## src/rtl/mimosa_mood_fsm.sv

```systemverilog
// Mood core of the moody mimosa: touch edge detect, fold/reopen timing,
// exhaustion after repeated folds and revival from the reanimator.
module mimosa_mood_fsm #(
  parameter int IRRITATE_LIMIT  = 3,
  parameter int EXHAUST_LIMIT   = 4,
  parameter int RECOVERY_CYCLES = 8,
  parameter int COUNTER_WIDTH   = 4
) (
  input  logic                     clk,
  input  logic                     rst,
  input  logic                     stimulus,
  input  logic                     reanimated,
  output logic [1:0]               state,
  output logic                     exhausted,
  output logic [COUNTER_WIDTH-1:0] fold_count
);

  typedef enum logic [1:0] {
    OPEN      = 2'b00,
    REOPENING = 2'b01,
    CLOSED    = 2'b10,
    EXHAUSTED = 2'b11
  } mood_t;

  localparam logic [COUNTER_WIDTH-1:0] IRR_LAST  =
    COUNTER_WIDTH'(IRRITATE_LIMIT - 1);
  localparam logic [COUNTER_WIDTH-1:0] FOLD_LAST =
    COUNTER_WIDTH'(EXHAUST_LIMIT - 1);
  localparam logic [COUNTER_WIDTH-1:0] FOLD_MAX  =
    COUNTER_WIDTH'(EXHAUST_LIMIT);
  localparam logic [COUNTER_WIDTH-1:0] T_LAST    =
    COUNTER_WIDTH'(RECOVERY_CYCLES - 1);
  localparam logic [COUNTER_WIDTH-1:0] ZERO      = '0;
  localparam logic [COUNTER_WIDTH-1:0] ONE       =
    COUNTER_WIDTH'(1);

  mood_t                    cur_q, cur_n;
  logic [COUNTER_WIDTH-1:0] irr_q, irr_n;
  logic [COUNTER_WIDTH-1:0] tmr_q, tmr_n;
  logic [COUNTER_WIDTH-1:0] fold_q, fold_n;
  logic                     stim_prev;
  logic                     touch;
  logic                     do_fold;
  logic                     expired;

  // Edge history keeps tracking through reset so a held level never counts.
  always_ff @(posedge clk) begin
    stim_prev <= stimulus;
  end

  always_ff @(posedge clk) begin
    if (rst) begin
      cur_q  <= OPEN;
      irr_q  <= ZERO;
      tmr_q  <= ZERO;
      fold_q <= ZERO;
    end else begin
      cur_q  <= cur_n;
      irr_q  <= irr_n;
      tmr_q  <= tmr_n;
      fold_q <= fold_n;
    end
  end

  assign touch   = stimulus & ~stim_prev;
  assign expired = (tmr_q == T_LAST);

  always_comb begin
    cur_n   = cur_q;
    irr_n   = irr_q;
    tmr_n   = tmr_q;
    fold_n  = fold_q;
    do_fold = 1'b0;
    unique case (cur_q)
      OPEN: begin
        if (touch) begin
          if (irr_q == IRR_LAST) begin
            do_fold = 1'b1;
          end else begin
            irr_n = irr_q + ONE;
            tmr_n = ZERO;
          end
        end else if (expired) begin
          irr_n  = ZERO;
          fold_n = ZERO;
          tmr_n  = ZERO;
        end else begin
          tmr_n = tmr_q + ONE;
        end
      end
      CLOSED: begin
        if (touch) begin
          tmr_n = ZERO;
        end else if (expired) begin
          cur_n = REOPENING;
          tmr_n = ZERO;
        end else begin
          tmr_n = tmr_q + ONE;
        end
      end
      REOPENING: begin
        if (touch) begin
          do_fold = 1'b1;
        end else if (expired) begin
          cur_n = OPEN;
          tmr_n = ZERO;
        end else begin
          tmr_n = tmr_q + ONE;
        end
      end
      EXHAUSTED: begin
        tmr_n = ZERO;
        if (reanimated) begin
          cur_n  = OPEN;
          irr_n  = ZERO;
          fold_n = ZERO;
        end
      end
      default: cur_n = OPEN;
    endcase
    // Shared fold action for OPEN and REOPENING.
    if (do_fold) begin
      irr_n = ZERO;
      tmr_n = ZERO;
      if (fold_q == FOLD_LAST) begin
        cur_n  = EXHAUSTED;
        fold_n = FOLD_MAX;
      end else begin
        cur_n  = CLOSED;
        fold_n = fold_q + ONE;
      end
    end
  end

  assign state      = cur_q;
  assign exhausted  = (cur_q == EXHAUSTED);
  assign fold_count = fold_q;

endmodule

```

## config.mk

```make
export PLATFORM = sky130hd
export DESIGN_NAME = mimosa_mood_fsm
export DESIGN_NICKNAME = d
export VERILOG_FILES = /design/src/rtl/mimosa_mood_fsm.sv
export SDC_FILE = /design/constraint.sdc
export NUM_CORES = 1
export LEC_CHECK = 0
export CORE_UTILIZATION = 43
export DETAILED_ROUTE_END_ITERATION = 8
export DONT_BUFFER_PORTS = 1
export GPL_TIMING_DRIVEN = 1
export PLACE_DENSITY = 0.64
export SETUP_SLACK_MARGIN = 0.02
export SYNTH_ARGS = -nofsm -noshare
export SYNTH_HDL_FRONTEND = slang
export SYNTH_SLANG_ARGS = --single-unit
```

## constraint.sdc

```tcl
create_clock -name clk -period 2.29 [get_ports clk]
set_input_delay 0.5725 -clock clk [delete_from_list [all_inputs] [get_ports clk]]
set_output_delay 0.5725 -clock clk [all_outputs]
set_load 0.1 [all_outputs]
```

==> impl_metrics.ini <==
[clock_tree]
clk_pin_slew_ps = 80
insertion_delay_ps = 270
clock_sinks = 15
cts_tree = built
cts_setup_buffers = 0
cts_root_buf = clkbuf_4
cts_resized = 0
cts_made_buffers = 3
cts.path.max_buffers = 2
cts.htree.levels = 1
postCtsHoldBufs = 0

[cells_and_area]
area_delta_synth_final_pct = 14.9
drive_gt1_frac = 0.167
antenna_cells = 0
num-nets-final = 115

[pwr]
power.share.clock = 0.153
peakVddDrop_mv = 0.738
p_switching_w = 0.000430
combPwrFrac = 0.498
swShare = 0.450
powerDensity_nw_per_um2 = 998
p_leak_nw = 0.364
pwr-share-seq = 0.349
intPower_w = 0.000525

[logic_synthesis]
syn-num-nets = 104
synth-seq-cells = 15
ys_warn_count = 0
synth_common_cells = dfxtp_1, ha_1, a21oi_1
syn_inst = 92
avgSynthCellArea_um2 = 9.06
ys.flop_type = dfxtp_1
synthArstFlopShare = 0
synth_top_family_by_area = compound AO/OA/AOI/OAI gates
synth_fa_ha_area_frac = 0.120
synth_area_um2 = 833
synth_top_cell_by_area = dfxtp_1
muxShareOfSynthArea = 0.0240
synth_top_area_frac = 0.360
synthXorXnorAreaFrac = 0.0210
synthMostInstantiatedCell = dfxtp_1
synth_cell_types = 34
yosys.area_share.simple = 0.185
synth_area_leaders = dfxtp_1, ha_1, a21oi_1, o21a_1, nand3_1
synth_compound_area_frac = 0.252
synth_edf_count = 0
yosysSeqAreaShare = 0.360

[timing]
fin_crit_ps = 2000
setup_violations = 0
hold_viol = 0
clock.fmax_mhz = 499
tns_ps = 0
timing.slew.headroom = 0.725
slew_violations = 0
finalCritPeriodShare = 0.875
rsz0062_at_grt = false
tightest_slew_ps = 408
hold-worst-slack_ps = 317
finClkSkew_ps = 0.757

[routing]
num_vias = 725
wl_per_cell_um = 12.7
wl_um = 1620
post-route-drc-count = 0
vias_per_cell = 5.71
drt_iter0_drc = 32
drt.antenna.violating_nets = 0
dr.pass1.iters = 4

[min_path]
worstHoldPathType = in -> reg

[floorplanning]
ios = 11
rows = 15
die_area_um2 = 2120
core_area_um2 = 1760
die_h_um = 46.0
die_x_um = 46.0
start_util = 0.472

[worst_setup_path]
path_max_fanout = 9
end_kind = register
arrival_ps = 2200
worstPathRequired_ps = 2480
worstSetupStartpointType = register
criticalPathCategory = reg -> reg

[placed_design]
dp_hpwl_um = 1270
gp_congestion = 0.888
port_buffers = 0

[flow_run]
drv_cap = 0

[run_status]
status = completed

[global_routing]
grt_pass1_vias = 617
track_usage = 0.175
overflow = 0
grt_start_max_net_pins = 10
antenna_found_initial = 0
grt_pass1_wl_um = 2650
==> flip-flops by register name, indices dropped and copies added, names as in the netlist <==
register	cells
state	2
stim_prev	1
tmr_q	4
fold_count	4
irr_q	4
==> per-stage QoR <==
step / worst slack [ps] / cells / area [µm²] / util / power, W
3_5_place_dp: 320 / 123 / 931 / 0.528 / 0.000814
3_3_place_gp: 300 / 123 / 931 / 0.528 / 0.000811
6_report: 286 / 127 / 957 / 0.543 / 0.000955
4_1_cts: 286 / 127 / 957 / 0.543 / 0.000962
2_1_floorplan: 56.6 / 92 / 848 / - / 0.000727
5_1_grt: 157 / 127 / 957 / 0.543 / 0.00102
==> cell type report <==
class / count / area [µm²]
Clock buffer: 4 / 26.3
Fill cell: 180 / 807
Inverter: 6 / 22.5
Multi-Input combinational cell: 69 / 514
Sequential cell: 15 / 303
Tap cell: 25 / 31.3
Timing Repair Buffer: 8 / 60.1
==> placed cells by master (no fill, tap or decap), drive strengths merged, types with 3 or more instances in the layout <==
cell type / instances
dfxtp: 15
buf: 8
ha: 8
a21oi: 7
inv: 6
nand2: 5
nand3: 5
o21ai: 5
o21a: 4
nor2: 4
clkbuf: 4
o211ai: 3
==> routing by layer <==
metal	vias to the layer above	wire length, µm	GRT usage
li1	363	-	-
met1	330	792	0.237
met2	28	698	0.254
met3	4	96	0.0437
met4	0	30	0.0882
met5	-	0	0
==> power by group through the flow <==
stage	registers [W]	logic [W]	clock network (W)
finish	0.000334	0.000475	0.000146
global route	0.000338	0.000522	0.000162
CTS	0.000334	0.000475	0.000153
detailed placement	0.000340	0.000474	0
global placement	0.000339	0.000472	0
floorplan	0.000447	0.000279	0
==> path summary, 6_finish.rpt <==
path,cells past startpoint,startpoint,end,slack [ps]
min reg2reg,1,tmr_q[0]$_SDFFE_PP0P_,tmr_q[0]$_SDFFE_PP0P_,460
max reg2reg,6,state[0]$_SDFFE_PP0P_,fold_count[3]$_SDFFE_PP0P_,290
min,0,stimulus,stim_prev$_DFF_P_,320
max,6,state[0]$_SDFFE_PP0P_,fold_count[3]$_SDFFE_PP0P_,290
==> kinds of logic (layout without fill, tap and decap cells) <==
group	Yosys count	count (layout)
multiplexers	2	2
buffers and inverters	8	18
AND/OR/NAND/NOR	27	27
AO/OA/AOI/OAI	30	30
flip-flops	15	15
XOR/XNOR	2	2
adder cells (fa/ha/maj)	8	8
==> worst max-delay path: stages, from the launching register on <==
cell      delay, ps
dfxtp_2         390
inv_1            90
ha_1            260
and4bb_2        280
o21ai_2         330
o21ai_0         270
a311oi_1        290
Power figures use the tool's default switching activity.
==> RTL change 1 (config.mk and constraints unchanged) <==
Set the parameter `COUNTER_WIDTH` to 6 (it was 4).
--- a/src/rtl/mimosa_mood_fsm.sv
+++ b/src/rtl/mimosa_mood_fsm.sv
@@ -6,3 +6,3 @@
   parameter int RECOVERY_CYCLES = 8,
-  parameter int COUNTER_WIDTH   = 4
+  parameter int COUNTER_WIDTH   = 6
 ) (
Ports: changed (resized fold_count); port bits go from 11 to 13. No check against the original RTL was run, so the function may have changed too.
==> RTL change 1 against the original RTL <==
- sequential share of layout area down 0.93 points
- final area up 46%
- sequential power up 34%
- highest routed layer unchanged
- routed wire length up 66%
- critical path type unchanged
- worst setup slack better by 33 ps
- sequential cell count up 6
- global-route usage up 0.51 points
- largest cell class unchanged
- die area up 48%
- area after synthesis up 50%
- power up 18%
==> RTL change 1: results (changes against the original RTL) <==
stage,metric,value,unit,change
drt,via count,1055,,+46%
power_and_ir_drop,Pleak,0.000549,uW,+51%
cts,Inserted Clock Buffers,3,,unchanged
drt,initial DRC count,27,,-16%
setup_path,crit path DAT,2190,ps,
synthesis,share of flip-flops with an asynchronous set or reset,0,,unchanged
hold_path,worst min path class,in2reg,,
placed_design,area of placed instances,0.00137,mm^2,+47%
cts,clock latency at the later pin of the worst-skew pair,310,ps,+40 ps
sta,f_max,507,MHz,+1.7%
sta,worst hold slack,279,ps,-37.5 ps
final_layout,n_diodes,0,,unchanged
setup_path,CP Max Fanout,10,,+1
setup_path,R2R Setup Slk,320,ps,+30 ps
sta,slew margin rel.,0.635,,-0.0901
global_route,antenna violations before repair,0,,unchanged
cts,CTS Buffer Depth,2,,unchanged
global_route,largest net degree at the start of global routing,14,,+4
final_layout,Nets,160,,+39%
global_route,gr usage total,0.180,,+0.00512
cts,Post-CTS Setup Inserts,0,,unchanged
cts,CTS clock-pin slew for the worst setup and hold paths,120,ps,+40 ps
power_and_ir_drop,Max IR drop VDD,0.588,mV,-20%
global_route,vias in the first global route,1062,,+72%
sta,Max Clock Skew,2.44,ps,+1.68 ps
cts,root buf cell,clkbuf_4,,
global_route,global-route wire length before repair,4.58,mm,+73%
drt,Total Wirelength,2.68,mm,+66%
power_and_ir_drop,NetSw,494,uW,+15%
synthesis,yosys warns,0,,unchanged
synthesis,most instantiated cells after synthesis,"21 x dfxtp_1, 11 x a21oi_1, 9 x inv_1, 8 x ha_1, 8 x nor2_1",,
synthesis,synth unique cells,45,,+32%
placed_design,GP Congestion,0.841,,-5.3%
cts,H-Tree Depth,1,,unchanged
placed_design,pre-CTS setup slack,360,ps,+40.7 ps
synthesis,sequential area share after synthesis,0.336,,-0.0247
synthesis,Area contributors post-synth,"dfxtp_1 34%, ha_1 8.0%, a21oi_1 4.4%",,
final_layout,share of cells above drive strength 1,0.170,,+0.00340
cts,Resized cells post-CTS,0,,unchanged
synthesis,Syn Nets,149,,+43%
synthesis,post-synth top area share,0.336,,-0.0247
placed_design,I/O Buffers,0,,unchanged
placed_design,dpl hpwl,1.99,mm,+57%
status,outcome,finished clean,,
drt,DR pass1 iterations,4,,unchanged
RTL change 1: path summary, 6_finish.rpt:
check | from | to | cells past startpoint
worst max-delay path | irr_q[0] | fold_count[1] | 6
worst min-delay path | stimulus | stim_prev | 0
worst max register to register | irr_q[0] | fold_count[1] | 6
worst min register to register | tmr_q[0] | tmr_q[0] | 1
RTL change 1: logic make-up (layout without fill, tap and decap cells):
group | after synthesis | in the layout | synth area share
AOI/OAI and AO/OA | 46 | 46 | 0.276
and+or+nand+nor | 43 | 43 | 0.220
DFF | 21 | 21 | 0.336
buffers and inverters | 13 | 23 | 0.0419
adders and majority gates | 8 | 8 | 0.0799
xor gates and xnor gates | 4 | 4 | 0.0280
muxes | 2 | 2 | 0.0190
RTL change 1: metal layers:
layer / vias up / wire length [um] / GRT usage
li1: 533 / - / -
met1: 497 / 1240 / 0.217
met2: 20 / 1340 / 0.330
met3: 5 / 62 / 0.0209
met4: 0 / 44 / 0.0557
met5: - / 0 / 0
RTL change 1: worst max-delay path, stage by stage, from the launching register on:
cell     delay, ps
dfxtp_1        450
inv_1           90
ha_1           230
and4b_1        290
a22oi_4        310
o21ai_1        240
o32ai_1        260
RTL change 1: power by group through the flow:
stage          Combinational, uW  Sequential, uW  Clock, uW
3_3_place_gp                 475             453          0
3_5_place_dp                 489             457          0
4_1_cts                      496             448        188
5_1_grt                      541             454        199
2_1_floorplan                306             543          0
6_report                     498             447        183
RTL change 1: final cells by class:
class / count / area, um^2
Fill cell: 275 / 1360
Inverter: 9 / 33.8
Multi-Input combinational cell: 103 / 792
Timing Repair Buffer: 10 / 75.1
Tap cell: 31 / 38.8
Clock buffer: 4 / 26.3
Sequential cell: 21 / 428
RTL change 1: metrics by stage:
step | instances | utilization | power (uW)
final | 178 | 0.505 | 1130
after global routing | 178 | 0.505 | 1190
after CTS | 178 | 0.505 | 1130
after detailed placement | 174 | 0.496 | 945
after global placement | 174 | 0.496 | 927
after floorplan | 137 | - | 849
==> RTL change 2 (same settings) <==
Made on the original files. Reset style: asynchronous (`rst`), changed in one clocked block.
--- a/src/rtl/mimosa_mood_fsm.sv
+++ b/src/rtl/mimosa_mood_fsm.sv
@@ -50,3 +50,3 @@
 
-  always_ff @(posedge clk) begin
+  always_ff @(posedge clk or posedge rst) begin
     if (rst) begin
Check against the original RTL: differs if rst is asserted again (counterexample within 10 cycles, from zero or initial values and one cycle with rst high); with rst held inactive, the same outputs for 10 cycles.
==> RTL change 2 against the original RTL <==
- area after synthesis increased by 9.6%
- sequential power is 27% higher
- final area increased by 8.2%
- power rose by 51%
- largest cell class unchanged
- worst setup slack lost 68 ps
- clock skew is 1.8 ps higher
- sequential cell count stayed put
- routed wire length grew 11%
- via count decreased by 2.1%
==> RTL change 2: results (changes against the original RTL) <==
stage,metric,value,unit,change
setup_path,CP max stage delay,480,ps,+90 ps
placed_design,GP Congestion,0.864,,-2.6%
sta,Max Clock Skew,2.58,ps,+1.82 ps
setup_path,R2R Setup Slk,220,ps,-70 ps
setup_path,Critical Path Source,state[0],,
final_layout,multi-input gates,72,,+4.3%
synthesis,Area contributors post-synth,"dfrtp_1 38%, ha_1 11%, nor2_1 3.7%",,
final_layout,Nets,119,,+3.5%
power_and_ir_drop,NetSw,765,uW,+78%
synthesis,share of flip-flops with an asynchronous set or reset,0.933,,+0.933
setup_path,"delay-heaviest family, CP",simple AND/OR/NAND/NOR gates,,
setup_path,CP max-delay cell,dfrtp_2,,
synthesis,Syn Nets,108,,+3.8%
sta,worst hold slack,214,ps,-103 ps
global_route,gr usage total,0.169,,-0.00608
synthesis,sequential area share after synthesis,0.405,,+0.0451
final_layout,FF+latch area,373,um^2,+23%
power_and_ir_drop,Max IR drop VDD,0.962,mV,+30%
power_and_ir_drop,Pleak,0.000468,uW,+29%
drt,initial DRC count,9,,-72%
status,outcome,finished clean,,
final_layout,"Core Util, Final",0.523,,-0.0198
global_route,global-route wire length before repair,2.71,mm,+2.3%
final_layout,Filler Cells Inserted,189,,+5.0%
drt,vias per cell,5.34,,-6.5%
placed_design,area of placed instances,0.00101,mm^2,+8.5%
floorplan,Rows,16,,+1
drt,Total Wirelength,1.79,mm,+11%
==> RTL change 2: cell count changes in the layout (fill, tap and decap cells not counted), moves of 3 or more <==
cell	unedited run	this run
a22o_1	0	3
dfrtp_1	0	12
dfxtp_1	13	1
nor2_1	4	9
nor3_1	1	5
o211ai_1	3	0
o21a_1	4	0
==> RTL change 2: kinds of logic after synthesis <==
logic type / synth area share
compound gates: 0.199
buf+inv: 0.0384
xor+xnor: 0.0192
simple gates: 0.216
mux: 0.0123
fa+ha+maj: 0.110
flops: 0.405
==> RTL change 2: power groups by stage <==
stage | Combinational [uW] | Clock [uW] | Sequential, uW
after global routing | 949 | 165 | 433
after detailed placement | 874 | 0 | 427
after CTS | 876 | 153 | 424
final | 873 | 150 | 423
after floorplan | 477 | 0 | 660
after global placement | 865 | 0 | 420
==> RTL change 2: metal layers <==
metal	GRT usage	part of all wire	vias up
met3	0.0259	0.028	4
met4	0.0944	0.013	0
met2	0.251	0.45	11
li1	-	-	364
met1	0.233	0.51	331
met5	0	0	-
